<file path="src/rtl/rx_bridge_pkg.sv">
// Shared types and constants for the MAC-to-decoder receive bridge.
package rx_bridge_pkg;

  localparam int unsigned BEAT_W = 64;
  localparam int unsigned CNT_W  = 16;

  typedef enum logic [1:0] {
    ST_SYNC = 2'd0,
    ST_RECV = 2'd1,
    ST_DROP = 2'd2
  } wr_state_e;

  typedef struct packed {
    logic              tlast;
    logic [BEAT_W-1:0] tdata;
  } beat_t;

endpackage

</file>
<file path="src/rtl/rx_bridge_if.sv">
// MAC RX stream and decoder stream signals of the receive bridge.
interface rx_bridge_if;
  import rx_bridge_pkg::*;

  logic [BEAT_W-1:0] mac_tdata;
  logic              mac_tvalid;
  logic              mac_tlast;
  logic              mac_tuser;
  logic [BEAT_W-1:0] dec_tdata;
  logic              dec_tvalid;
  logic              dec_tlast;
  logic              dec_tready;

  modport master (
    output mac_tdata, mac_tvalid, mac_tlast, mac_tuser, dec_tready,
    input  dec_tdata, dec_tvalid, dec_tlast
  );

  modport slave (
    input  mac_tdata, mac_tvalid, mac_tlast, mac_tuser, dec_tready,
    output dec_tdata, dec_tvalid, dec_tlast
  );
endinterface

</file>
<file path="src/rtl/rx_frame_fifo.sv">
// Store-and-forward frame FIFO: beats become readable only once committed,
// and an uncommitted frame can be rolled back in one cycle.
module rx_frame_fifo
  import rx_bridge_pkg::*;
#(
  parameter int unsigned DEPTH = 16
) (
  input  logic  clk,
  input  logic  rst_n,
  input  logic  push,
  input  beat_t push_beat,
  input  logic  commit,
  input  logic  rollback,
  input  logic  pop,
  output logic  full_c,
  output logic  rd_valid_c,
  output beat_t rd_beat_c
);

  localparam int unsigned AW = $clog2(DEPTH);
  localparam int unsigned PW = AW + 1;

  beat_t         mem_q [DEPTH];
  logic [PW-1:0] wr_q, wr_d, commit_q, commit_d, rd_q, rd_d;
  logic [PW-1:0] used_c;
  logic          wr_en_c;

  // Read mux is gated so the outputs are zero whenever nothing is committed.
  always_comb begin
    used_c     = wr_q - rd_q;
    full_c     = (used_c == PW'(DEPTH));
    rd_valid_c = (rd_q != commit_q);
    rd_beat_c  = rd_valid_c ? mem_q[rd_q[AW-1:0]] : '0;
    wr_en_c    = push && !full_c;
  end

  // Rollback wins over push so an errored last beat leaves nothing behind.
  always_comb begin
    wr_d     = wr_q;
    commit_d = commit_q;
    rd_d     = rd_q;
    if (wr_en_c)              wr_d     = wr_q + PW'(1);
    if (commit && wr_en_c)    commit_d = wr_q + PW'(1);
    if (rollback)             wr_d     = commit_q;
    if (pop && rd_valid_c)    rd_d     = rd_q + PW'(1);
  end

  always_ff @(posedge clk or negedge rst_n) begin
    if (!rst_n) begin
      wr_q     <= '0;
      commit_q <= '0;
      rd_q     <= '0;
    end else begin
      wr_q     <= wr_d;
      commit_q <= commit_d;
      rd_q     <= rd_d;
    end
  end

  always_ff @(posedge clk) begin
    if (wr_en_c) mem_q[wr_q[AW-1:0]] <= push_beat;
  end

endmodule

</file>
<file path="src/rtl/rx_bridge.sv">
// Receive bridge: MAC RX beats -> frame FIFO -> decoder, dropping bad frames whole.
// Optional frame/drop statistics are built when RX_BRIDGE_STATS_EN is defined.
module rx_bridge
  import rx_bridge_pkg::*;
#(
  parameter int unsigned DEPTH = 16
) (
  input  logic             clk,
  input  logic             rst_n,
  rx_bridge_if.slave       bus,
  output logic [CNT_W-1:0] frame_count,
  output logic [CNT_W-1:0] drop_count
);

  wr_state_e state_q, state_d;
  logic      push_c, commit_c, rollback_c;
  logic      full_c, rd_valid_c;
  beat_t     wr_beat_c, rd_beat_c;

  assign wr_beat_c = '{tlast: bus.mac_tlast, tdata: bus.mac_tdata};

  // Write FSM; SYNC swallows the tail of a frame cut by reset.
  always_comb begin
    state_d    = state_q;
    push_c     = 1'b0;
    commit_c   = 1'b0;
    rollback_c = 1'b0;
    unique case (state_q)
      ST_SYNC: begin
        if (!bus.mac_tvalid || bus.mac_tlast) state_d = ST_RECV;
      end
      ST_RECV: begin
        if (bus.mac_tvalid) begin
          if (!full_c) begin
            push_c = 1'b1;
            if (bus.mac_tlast) begin
              commit_c   = !bus.mac_tuser;
              rollback_c = bus.mac_tuser;
            end
          end else begin
            rollback_c = 1'b1;
            if (!bus.mac_tlast) state_d = ST_DROP;
          end
        end
      end
      ST_DROP: begin
        if (bus.mac_tvalid && bus.mac_tlast) state_d = ST_RECV;
      end
      default: state_d = ST_SYNC;
    endcase
  end

  always_ff @(posedge clk or negedge rst_n) begin
    if (!rst_n) state_q <= ST_SYNC;
    else        state_q <= state_d;
  end

  rx_frame_fifo #(.DEPTH(DEPTH)) u_fifo (
    .clk       (clk),
    .rst_n     (rst_n),
    .push      (push_c),
    .push_beat (wr_beat_c),
    .commit    (commit_c),
    .rollback  (rollback_c),
    .pop       (bus.dec_tready),
    .full_c    (full_c),
    .rd_valid_c(rd_valid_c),
    .rd_beat_c (rd_beat_c)
  );

  assign bus.dec_tvalid = rd_valid_c;
  assign bus.dec_tdata  = rd_beat_c.tdata;
  assign bus.dec_tlast  = rd_beat_c.tlast;

`ifdef RX_BRIDGE_STATS_EN
  // Every rollback is exactly one dropped frame; every commit one good frame.
  logic [CNT_W-1:0] frame_cnt_q, frame_cnt_d, drop_cnt_q, drop_cnt_d;

  always_comb begin
    frame_cnt_d = frame_cnt_q;
    drop_cnt_d  = drop_cnt_q;
    if (commit_c && (frame_cnt_q != '1))  frame_cnt_d = frame_cnt_q + CNT_W'(1);
    if (rollback_c && (drop_cnt_q != '1)) drop_cnt_d  = drop_cnt_q + CNT_W'(1);
  end

  always_ff @(posedge clk or negedge rst_n) begin
    if (!rst_n) begin
      frame_cnt_q <= '0;
      drop_cnt_q  <= '0;
    end else begin
      frame_cnt_q <= frame_cnt_d;
      drop_cnt_q  <= drop_cnt_d;
    end
  end

  assign frame_count = frame_cnt_q;
  assign drop_count  = drop_cnt_q;
`else
  assign frame_count = '0;
  assign drop_count  = '0;
`endif

endmodule

</file>
<file path="src/flat_wrapper.sv">
// flat-port wrapper written by rule: the top's interface ports become plain ports
module rx_bridge_flat import rx_bridge_pkg::*;
#(
  parameter int unsigned DEPTH = 16
)
  (clk, rst_n, frame_count, drop_count, bus_mac_tdata, bus_mac_tvalid, bus_mac_tlast, bus_mac_tuser, bus_dec_tready, bus_dec_tdata, bus_dec_tvalid, bus_dec_tlast);
  rx_bridge_if bus_i ();
  input  logic clk;
  input  logic rst_n;
  output logic [CNT_W-1:0] frame_count;
  output logic [CNT_W-1:0] drop_count;
  input wire logic [$bits(bus_i.mac_tdata)-1:0] bus_mac_tdata;
  input wire logic [$bits(bus_i.mac_tvalid)-1:0] bus_mac_tvalid;
  input wire logic [$bits(bus_i.mac_tlast)-1:0] bus_mac_tlast;
  input wire logic [$bits(bus_i.mac_tuser)-1:0] bus_mac_tuser;
  input wire logic [$bits(bus_i.dec_tready)-1:0] bus_dec_tready;
  output wire logic [$bits(bus_i.dec_tdata)-1:0] bus_dec_tdata;
  output wire logic [$bits(bus_i.dec_tvalid)-1:0] bus_dec_tvalid;
  output wire logic [$bits(bus_i.dec_tlast)-1:0] bus_dec_tlast;
  assign bus_i.mac_tdata = bus_mac_tdata;
  assign bus_i.mac_tvalid = bus_mac_tvalid;
  assign bus_i.mac_tlast = bus_mac_tlast;
  assign bus_i.mac_tuser = bus_mac_tuser;
  assign bus_i.dec_tready = bus_dec_tready;
  assign bus_dec_tdata = bus_i.dec_tdata;
  assign bus_dec_tvalid = bus_i.dec_tvalid;
  assign bus_dec_tlast = bus_i.dec_tlast;
  rx_bridge #(.DEPTH(DEPTH)) u_core (.clk(clk), .rst_n(rst_n), .bus(bus_i), .frame_count(frame_count), .drop_count(drop_count));
endmodule
</file>
<file path="config.mk">
export PLATFORM = sky130hd
export DESIGN_NAME = rx_bridge_flat
export DESIGN_NICKNAME = d
export VERILOG_FILES = /design/src/rtl/rx_bridge_pkg.sv /design/src/rtl/rx_bridge_if.sv /design/src/rtl/rx_frame_fifo.sv /design/src/rtl/rx_bridge.sv /design/src/flat_wrapper.sv
export SDC_FILE = /design/constraint.sdc
export NUM_CORES = 1
export LEC_CHECK = 0
export CORE_ASPECT_RATIO = 1.75
export CORE_MARGIN = 2
export CORE_UTILIZATION = 55
export CTS_BUF_LIST = sky130_fd_sc_hd__clkbuf_8 sky130_fd_sc_hd__clkbuf_16
export DETAILED_ROUTE_END_ITERATION = 6
export PLACE_DENSITY = 0.81
export SYNTH_ARGS = -nofsm -noshare
export SYNTH_HDL_FRONTEND = slang
export SYNTH_SLANG_ARGS = --single-unit
</file>
<file path="constraint.sdc">
create_clock -name clk -period 12.9 [get_ports clk]
set_input_delay 3.225 -clock clk [delete_from_list [all_inputs] [get_ports clk]]
set_output_delay 3.225 -clock clk [all_outputs]
set_load 0.03 [all_outputs]
</file>
== After elaboration in Yosys (flattened, before gate mapping) ==
Memories as Yosys holds them, arrays and structs flattened.
Cells that the tools add are included.

* Reduce and logical (&&, ||, !) cells: 11
* Eq/ne operators: 9
* Mux-type cells: 22
* $add $sub $neg: 3

{| class="wikitable"
|+ Operators with widths
! kind !! number
|-
| 65-bit 2-to-1 mux || 1
|-
| 1-bit 2-to-1 mux || 13
|-
| 5-bit by 1-bit adder with 5-bit output, second input constant || 2
|-
| 2-bit 2-to-1 mux || 5
|-
| 5-bit 2-to-1 mux || 2
|-
| 2-bit by 1-bit inequality test with 1-bit output, second input constant || 3
|-
| 2-bit one-hot mux with 3 select lines || 1
|-
| 5-bit == test, second input constant || 1
|-
| 5-bit inequality test || 1
|-
| 5-bit AND reduction || 1
|-
| 5-bit subtractor || 1
|-
| 1-bit logical AND || 4
|-
| 2-bit inequality test, second input constant || 2
|-
| 1-bit zero test || 3
|-
| 2-bit by 1-bit == test with 1-bit output, second input constant || 1
|-
| 2-bit == test, second input constant || 1
|-
| 2-bit zero test || 1
|-
| 2-bit nonzero test || 1
|-
| 1-bit logical OR || 1
|}

* Input port bits: 70
* Word-level logic and storage cells: 50
* Memories kept: 1
* RAM bits: 1,040
* Register bits after elaboration: 17
* Output and inout port bits: 98

{| class="wikitable"
|+ Memories
! name !! words !! width !! read ports !! clocked after Yosys merged registers in !! wr ports !! line !! source
|-
| u_core.u_fifo.mem_q || 16 || 65 || 1 || 0 || 1 || rx_frame_fifo.sv:23 || <nowiki>beat_t mem_q [DEPTH];</nowiki>
|}

== Logic depth before layout (Yosys ltp) ==
Gate-level depths: netlist of the first run.

* Depth in word-level cells: 8
* Mapped depth: 11
* Depth with buffers taken out: 7

== Modules after synthesis ==
Synthesis of the first run repeated with hierarchy kept, for this count alone.

* Cells, all modules: 1,679
* Area, all modules: 40,819.1 sq um

{| class="wikitable"
|+ Modules (own cells, without submodules)
! module !! area an instance (sq um) !! seq. area each (sq um) !! times used !! cells each
|-
| rx_frame_fifo || 40,446.3 || 31,605.3 || 1 || 1,631
|-
| rx_bridge || 372.9 || 50.0 || 1 || 48
|}

== Worst setup path before layout of the first run ==
OpenSTA, ideal clock, no wires.

* Path type: input to register
* Start point: input port bus_mac_tvalid
* End point: memory u_core.u_fifo.mem_q[0][0] (netlist bit), enable pin
* Required time: 12.229 ns
* Library setup time: 0.671 ns
* Path slack: 1.817 ns
* Stages on the path: 4
* Path buffers: 1
* Arrival time: 10.412 ns
* Path through: and3_1 > clkbuf_1 > nand2_2 > nor4b_1

* Longest elaborated chain between the ends: 5

{| class="wikitable"
|+ RTL lines
! what !! line !! source
|-
| start, declared || flat_wrapper.sv:13 || <nowiki>input wire logic [$bits(bus_i.mac_tvalid)-1:0] bus_mac_tvalid;</nowiki>
|-
| 1-bit 2-to-1 mux || rx_bridge.sv:33 || <nowiki>if (bus.mac_tvalid) begin</nowiki>
|-
| 1-bit 2-to-1 mux || rx_bridge.sv:28 || <nowiki>unique case (state_q)</nowiki>
|-
| 1-bit logical AND || rx_frame_fifo.sv:34 || <nowiki>wr_en_c = push && !full_c;</nowiki>
|-
| 1-bit 2-to-1 mux || rx_frame_fifo.sv:61 || <nowiki>if (wr_en_c) mem_q[wr_q[AW-1:0]] <= push_beat;</nowiki>
|-
| 1-bit 2-to-1 mux (not written as such) || rx_frame_fifo.sv:61 ||
|-
| end, declared || rx_frame_fifo.sv:23 ||
|}

Every way passes these cells.

== Worst setup path after layout of the first run ==
* Start point: register u_core.u_fifo.rd_q[0]
* End point: output port bus_dec_tdata[23]

* Longest elaborated chain between the ends: 2
* Elaborated cells between the ends (all ways): 3
* Classes of those cells: 1 x eq/ne; 1 x mux; 1 x memory

{| class="wikitable"
|+ RTL lines
! what !! line !! source
|-
| start, declared || rx_frame_fifo.sv:24 || <nowiki>logic [PW-1:0] wr_q, wr_d, commit_q, commit_d, rd_q, rd_d;</nowiki>
|-
| start signal, assigned || rx_frame_fifo.sv:56 || <nowiki>rd_q <= rd_d;</nowiki>
|-
| memory 16 x 65 bit / 5-bit inequality test (equally long branches) || -- ||
|-
| 65-bit 2-to-1 mux (*) || rx_frame_fifo.sv:33 || <nowiki>rd_beat_c = rd_valid_c ? mem_q[rd_q[AW-1:0]] : '0;</nowiki>
|-
| end, declared || flat_wrapper.sv:17 || <nowiki>output wire logic [$bits(bus_i.dec_tdata)-1:0] bus_dec_tdata;</nowiki>
|}

Mark *: on every way between the ends. The rest lies on a longest branch, timed or not.

==> results.toml, run 1 <==
[critical_path]
startpoint_type = "flop"
r2r_cells = 9
reg2reg_to = "u_core.u_fifo.mem_q[10][31]"
crit_arrival_ns = 5.25
ff2ff_setup_slack_ns = 6.68
cp_max_fo = 52
crit_path_end_kind = "output pin"
criticalPathCategory = "reg2out"
cp.required_ns = 9.68
r2r_start = "u_core.u_fifo.rd_q[3]"

[flow_run]
maxCapViolations = 0

[routing]
drt_iter0_markers = 2313
totalWireLength_mm = 94.63
viasPerCell = 6.498
drt.antenna.violating_nets = 0
wl_per_cell_um = 30.69
route.detailed.drc = 0
first_pass_iters = 5
vias = 20034

[logic_synthesis]
synth_top_area_share_pct = 75.85
yosysWarnings = 0
async_flop_share_pct = 1.608
ys_seq_area_share_pct = 76.88
avgSynthCellArea_um2 = 21.61
ys.flop_type = "edfxtp_1"
synthTopCellsByArea = "edfxtp_1 (76%), mux4_2 (14%), mux2i_1 (1.6%), nand2_1 (1.3%), a211oi_1 (1.2%)"
yosysUniqueCellTypes = 48
synth_seq_cells = 1057
synth_top_area_cell = "edfxtp_1"
netlist_area_mm2 = 0.04118
synth_edf_count = 1040
synthCells = 1905

[timing]
tightest_slew_ns = 1.204
maxSlewViolCount = 0
clock-skew-final_ns = 0.02610
relSlewSlack_pct = 19.74
final.min_clock_period_ns = 8.472
fmax_mhz = 118.0
setup-violations-final = 0
post-route-period-util_pct = 65.67
fin_setup_tns_ns = 0
rsz0062_at_grt = "false"
hold_viol_final = 0

[clock_tree]
ctsHoldBuffers = 0
clk_pin_slew_ns = 0.06
cts_sinks = 1057
worst_skew_pair.late_latency_ns = 0.65
cts_resized = 0
tritoncts = "done"
cts_root_buf = "clkbuf_16"
post_cts_buffers = 0
cts_max_level = 3
cts_buffer_depth = 3
numCtsBuffers = 91

[floorplan]
die_area_mm2 = 0.07716
core_area_mm2 = 0.07399
num_rows = 132
start_util_pct = 55.65
chipWidth_um = 210.8
die_y_um = 366.0
ioPinCount = 168

[pwr]
peakVddDrop_uv = 204.0
p_per_area_mw_per_mm2 = 237.2
p_leak_nw = 14.98
power_mw = 11.01

[placed_design]
dp_hpwl_mm = 47.86
io_buffers = 135
gp_congestion = 0.7724

[min_path]
hold-path-endpoint = "u_core.u_fifo.rd_q[4]"
hp-class = "reg2reg"
holdPathStages = 1
worstHoldStart = "u_core.u_fifo.rd_q[4]"

[final_layout]
fin_nets = 2146
area_delta_synth_final_pct = 12.78
nFillCells = 4735
fin_util_pct = 62.76
drive_above_1_share_pct = 22.20

[global_routing]
globalRouteTotalUtil_pct = 24.84
grt_pass1_vias = 20930
grt_pass1_wl_mm = 138.3
grt_start_max_net_pins = 77
antenna_found_initial = 9
grt.overflow.total = 0

[status]
status = "complete, no violations"
==> Yosys cell counts (10+ instances only) <==
library cell,n
a211oi_1,66
nor2_1,10
nand2_1,144
buf_2,36
mux4_2,260
and3_1,72
mux2i_1,65
buf_4,54
dfrtp_1,17
clkbuf_1,46
edfxtp_1,1040
==> cell families after synthesis <==
family          share of synthesized area [%]
xor+xnor                               0.2765
simple gates                            3.048
buf+inv                                 1.987
fa+ha+maj                              0.2735
other cells                          0.009107
compound gates                          1.562
flops                                   76.88
mux                                     15.97
==> placed cells by master (no fill, tap or decap), types with 9 or more instances in the layout <==
cell and instances:
mux2i_1 65, conb_1 32, buf_4 43, a211oi_1 66, clkinv_2 15, clkdlybuf4s50_1 135, bufinv_16 9, xnor2_1 9
clkbuf_16 93, inv_1 25, edfxtp_1 1040, nand3_1 9, nand2_1 144, clkinvlp_4 9, ha_1 9, and3_1 66
mux4_2 260, clkinv_1 16, dfrtp_1 13
==> how the worst max path moves through the flow <==
stage	from	end	slack, ns	cells past startpoint
detailed placement	u_core.u_fifo.rd_q[0]	bus_dec_tdata[23]	4.99	7
floorplan	bus_mac_tvalid	u_core.u_fifo.mem_q[0][0]	1.82	4
CTS	u_core.u_fifo.rd_q[0]	bus_dec_tdata[23]	4.22	7
global placement	u_core.u_fifo.rd_q[0]	bus_dec_tdata[9]	5.06	7
finish	u_core.u_fifo.rd_q[0]	bus_dec_tdata[23]	4.43	7
global route	u_core.u_fifo.rd_q[0]	bus_dec_tdata[23]	4.00	7
==> per-stage QoR <==
stage	hold slack, ns	instances	area [um2]	worst slack [ns]
floorplan	0.4979	1936	41290	1.817
global placement	0.5393	2912	43480	5.060
detailed placement	0.5443	2912	43480	4.987
CTS	0.5575	3078	46430	4.223
global route	0.5644	3083	46440	3.997
finish	0.5577	3083	46440	4.428
==> layout make-up <==
cell class	count	area (um2)	area share [%]
flip-flops and latches	1057	31670	68.20
multi-input cells	729	8916	19.20
clock buffers	93	2327	5.011
repair buffers	178	1674	3.605
well taps	938	1174	2.527
clock inverters	73	623.1	1.342
inverters	10	41.29	0.08891
diodes	5	12.51	0.02694
==> power by group <==
group          switching (mW)  internal, mW
logic                    2.24          1.64
clock network            1.20          1.50
registers               0.237          4.19
total                    3.69          7.33
==> critical path: stages, from the launching register on <==
cell and delay (ns):
dfrtp_4 1.12, buf_4 0.73, buf_4 0.80, mux4_2 0.36, nand2_1 0.05, and3_1 0.22, a211oi_1 0.38, clkdlybuf4s50_1 0.82
==> state kept, by name (all words and copies together) (netlist names) <==
signal                  flops
u_core.u_fifo.rd_q          5
u_core.u_fifo.commit_q      5
u_core.u_fifo.mem_q      1040
u_core.state_q              2
u_core.u_fifo.wr_q          5
==> metal layers <==
layer	GRT usage (%)	wire length (um)	share of wire, %
met3	4.243	7616	8.0
met5	0	34	0.036
met2	42.95	50090	53
met4	9.927	3012	3.2
met1	31.40	33870	36
No activity file was read; power rests on OpenSTA's default activity.
==> run 2, diff against run 1 <==
==> constraint.sdc (replaced) <==
create_clock -name clk -period 8.35 [get_ports clk]
set_input_delay 2.0875 -clock clk [delete_from_list [all_inputs] [get_ports clk]]
set_output_delay 2.0875 -clock clk [all_outputs]
set_load 0.03 [all_outputs]
==> results.toml, run 2 (synthesized netlist as in run 1, its figures left out) <==
[status]
status = "complete, no violations"

[final_layout]
drive_above_1_share_pct = 21.66
nFillCells = 4803
fin_cells = 3075
fin_nets = 2141
largest_register_ffs = 1040
final_common_cell = "edfxtp_1"
area_delta_synth_final_pct = 12.19
fin_util_pct = 62.43
finalInstanceArea_mm2 = 0.04619
layout_common_cells = "edfxtp_1 (1040), mux4_2 (260), nand2_1 (144), clkdlybuf4s50_1 (135), clkbuf_16 (85)"

[clock_tree]
cts_sinks = 1057
cts_buffer_depth = 3
cts_root_buf = "clkbuf_16"
ctsHoldBuffers = 0
tritoncts = "done"
post_cts_buffers = 0
numCtsBuffers = 85
worst_skew_pair.late_latency_ns = 0.67
clk_pin_slew_ns = 0.07
cts_resized = 0
cts_max_level = 3

[pwr]
power_mw = 16.69
p_per_area_mw_per_mm2 = 361.3
pwr-share-seq_pct = 41.1
peakVddDrop_uv = 299.5
power.internal_mw = 11.00
swShare_pct = 34.12
p_leak_nw = 14.87
switchingPower_mw = 5.696
p_comb_share_pct = 35.9
clkPwrFrac_pct = 23.0

[critical_path]
criticalPathCategory = "reg2out"
critPathSlowestCell = "dfrtp_4"
cp.required_ns = 6.26
critPathBufInv = 3
startpoint_type = "flop"
crit_arrival_ns = 4.41
worstPathCellList = "inv_4 -> buf_4 -> mux2i_1 -> a211oi_1 -> clkdlybuf4s50_1"
crit_path_end_kind = "output pin"
cpPeakStageDelay_ns = 0.84
cp_max_fo = 67
cp_top_family = "buffers and inverters"

[routing]
route.detailed.drc = 0
drt.antenna.violating_nets = 0
drt_iter0_markers = 2042
viasPerCell = 6.523
wl_per_cell_um = 30.39
first_pass_iters = 5
totalWireLength_mm = 93.45
vias = 20058

[placed_design]
pre_cts_ws_ns = 2.506
io_buffers = 135
gp_congestion = 0.7636
placed_cells = 2913
dp_hpwl_mm = 48.58
placed_cell_area_mm2 = 0.04352

[timing]
relSlewSlack_pct = 14.67
tightest_slew_ns = 1.277
rsz0062_at_grt = "false"
maxSlewViolCount = 0
hold_ws_ns = 0.5599
post-route-period-util_pct = 77.86
fmax_mhz = 153.8
fin_setup_tns_ns = 0
final.min_clock_period_ns = 6.501
setup_ws_ns = 1.849
hold_viol_final = 0
clock-skew-final_ns = 0.03005
setup-violations-final = 0

[floorplan]
chipWidth_um = 210.8
ioPinCount = 168
start_util_pct = 55.65
die_y_um = 366.0
num_rows = 132
die_area_mm2 = 0.07716
core_area_mm2 = 0.07399

[global_routing]
grt.overflow.total = 0
grt_start_max_net_pins = 99
globalRouteTotalUtil_pct = 24.60
antenna_found_initial = 11
grt_pass1_wl_mm = 137.3
grt_pass1_vias = 21100

[flow_run]
maxCapViolations = 0

[min_path]
hp-class = "reg2reg"
[run 2: changes by cell type in the layout (fill, tap and decap cells not counted), sizes merged]
| cell | before | now |
|---|---|---|
| clkinvlp | 9 | 3 |
| bufinv | 9 | 3 |
| inv | 29 | 30 |
| buf | 43 | 44 |
| diode | 5 | 4 |
| clkinv | 36 | 47 |
| clkbuf | 93 | 85 |
[run 2: worst reg2reg max path, delay by kind of cell (launching register included)]
family | cells | cell delay [ns]
flops | 1 | 1.12
compound gates | 1 | 0.30
fa+ha+maj | 1 | 0.43
buf+inv | 3 | 1.90
simple gates | 3 | 1.83
[run 2: layout make-up]
| class | instances | area (um2) | area share, % |
|---|---|---|---|
| sequential | 1057 | 31670 | 68.56 |
| multi-input combinational | 729 | 8925 | 19.32 |
| clock buffer | 85 | 2127 | 4.605 |
| timing repair buffer | 179 | 1707 | 3.695 |
| tap | 938 | 1174 | 2.541 |
| clock inverter | 73 | 539.3 | 1.167 |
| inverter | 10 | 41.29 | 0.08938 |
| antenna | 4 | 10.01 | 0.02167 |
[run 2: layer usage]
| metal | GRT usage, % | up-vias | routed length, um |
|---|---|---|---|
| li1 | - | 8132 | - |
| met1 | 30.50 | 10538 | 32520 |
| met2 | 42.94 | 1131 | 49980 |
| met3 | 3.986 | 243 | 7156 |
| met4 | 10.54 | 14 | 3706 |
| met5 | 0 | - | 92 |
[run 2: worst paths after layout]
| kind | startpoint | cells after the start | slack [ns] | end |
|---|---|---|---|---|
| setup / recovery | u_core.u_fifo.rd_q[2] | 5 | 1.85 | bus_dec_tdata[27] |
| hold / removal | u_core.u_fifo.rd_q[4] | 1 | 0.56 | u_core.u_fifo.rd_q[4] |
| setup reg to reg | u_core.u_fifo.rd_q[2] | 8 | 2.38 | u_core.u_fifo.mem_q[14][40] |
| hold reg to reg | u_core.u_fifo.rd_q[4] | 1 | 0.56 | u_core.u_fifo.rd_q[4] |
| max in group asynchronous | rst_n | 1 | 5.88 | u_core.u_fifo.rd_q[2] |
| min in group asynchronous | rst_n | 1 | 1.89 | u_core.state_q[0] |
[run 2: power groups by stage]
stage	combinational [mW]	sequential, mW	clock, mW
after detailed placement	5.97	6.96	0
after floorplan	4.16	6.72	0
final	5.99	6.86	3.84
after global routing	6.32	6.90	4.07
after CTS	6.06	6.87	3.88
after global placement	5.88	6.90	0
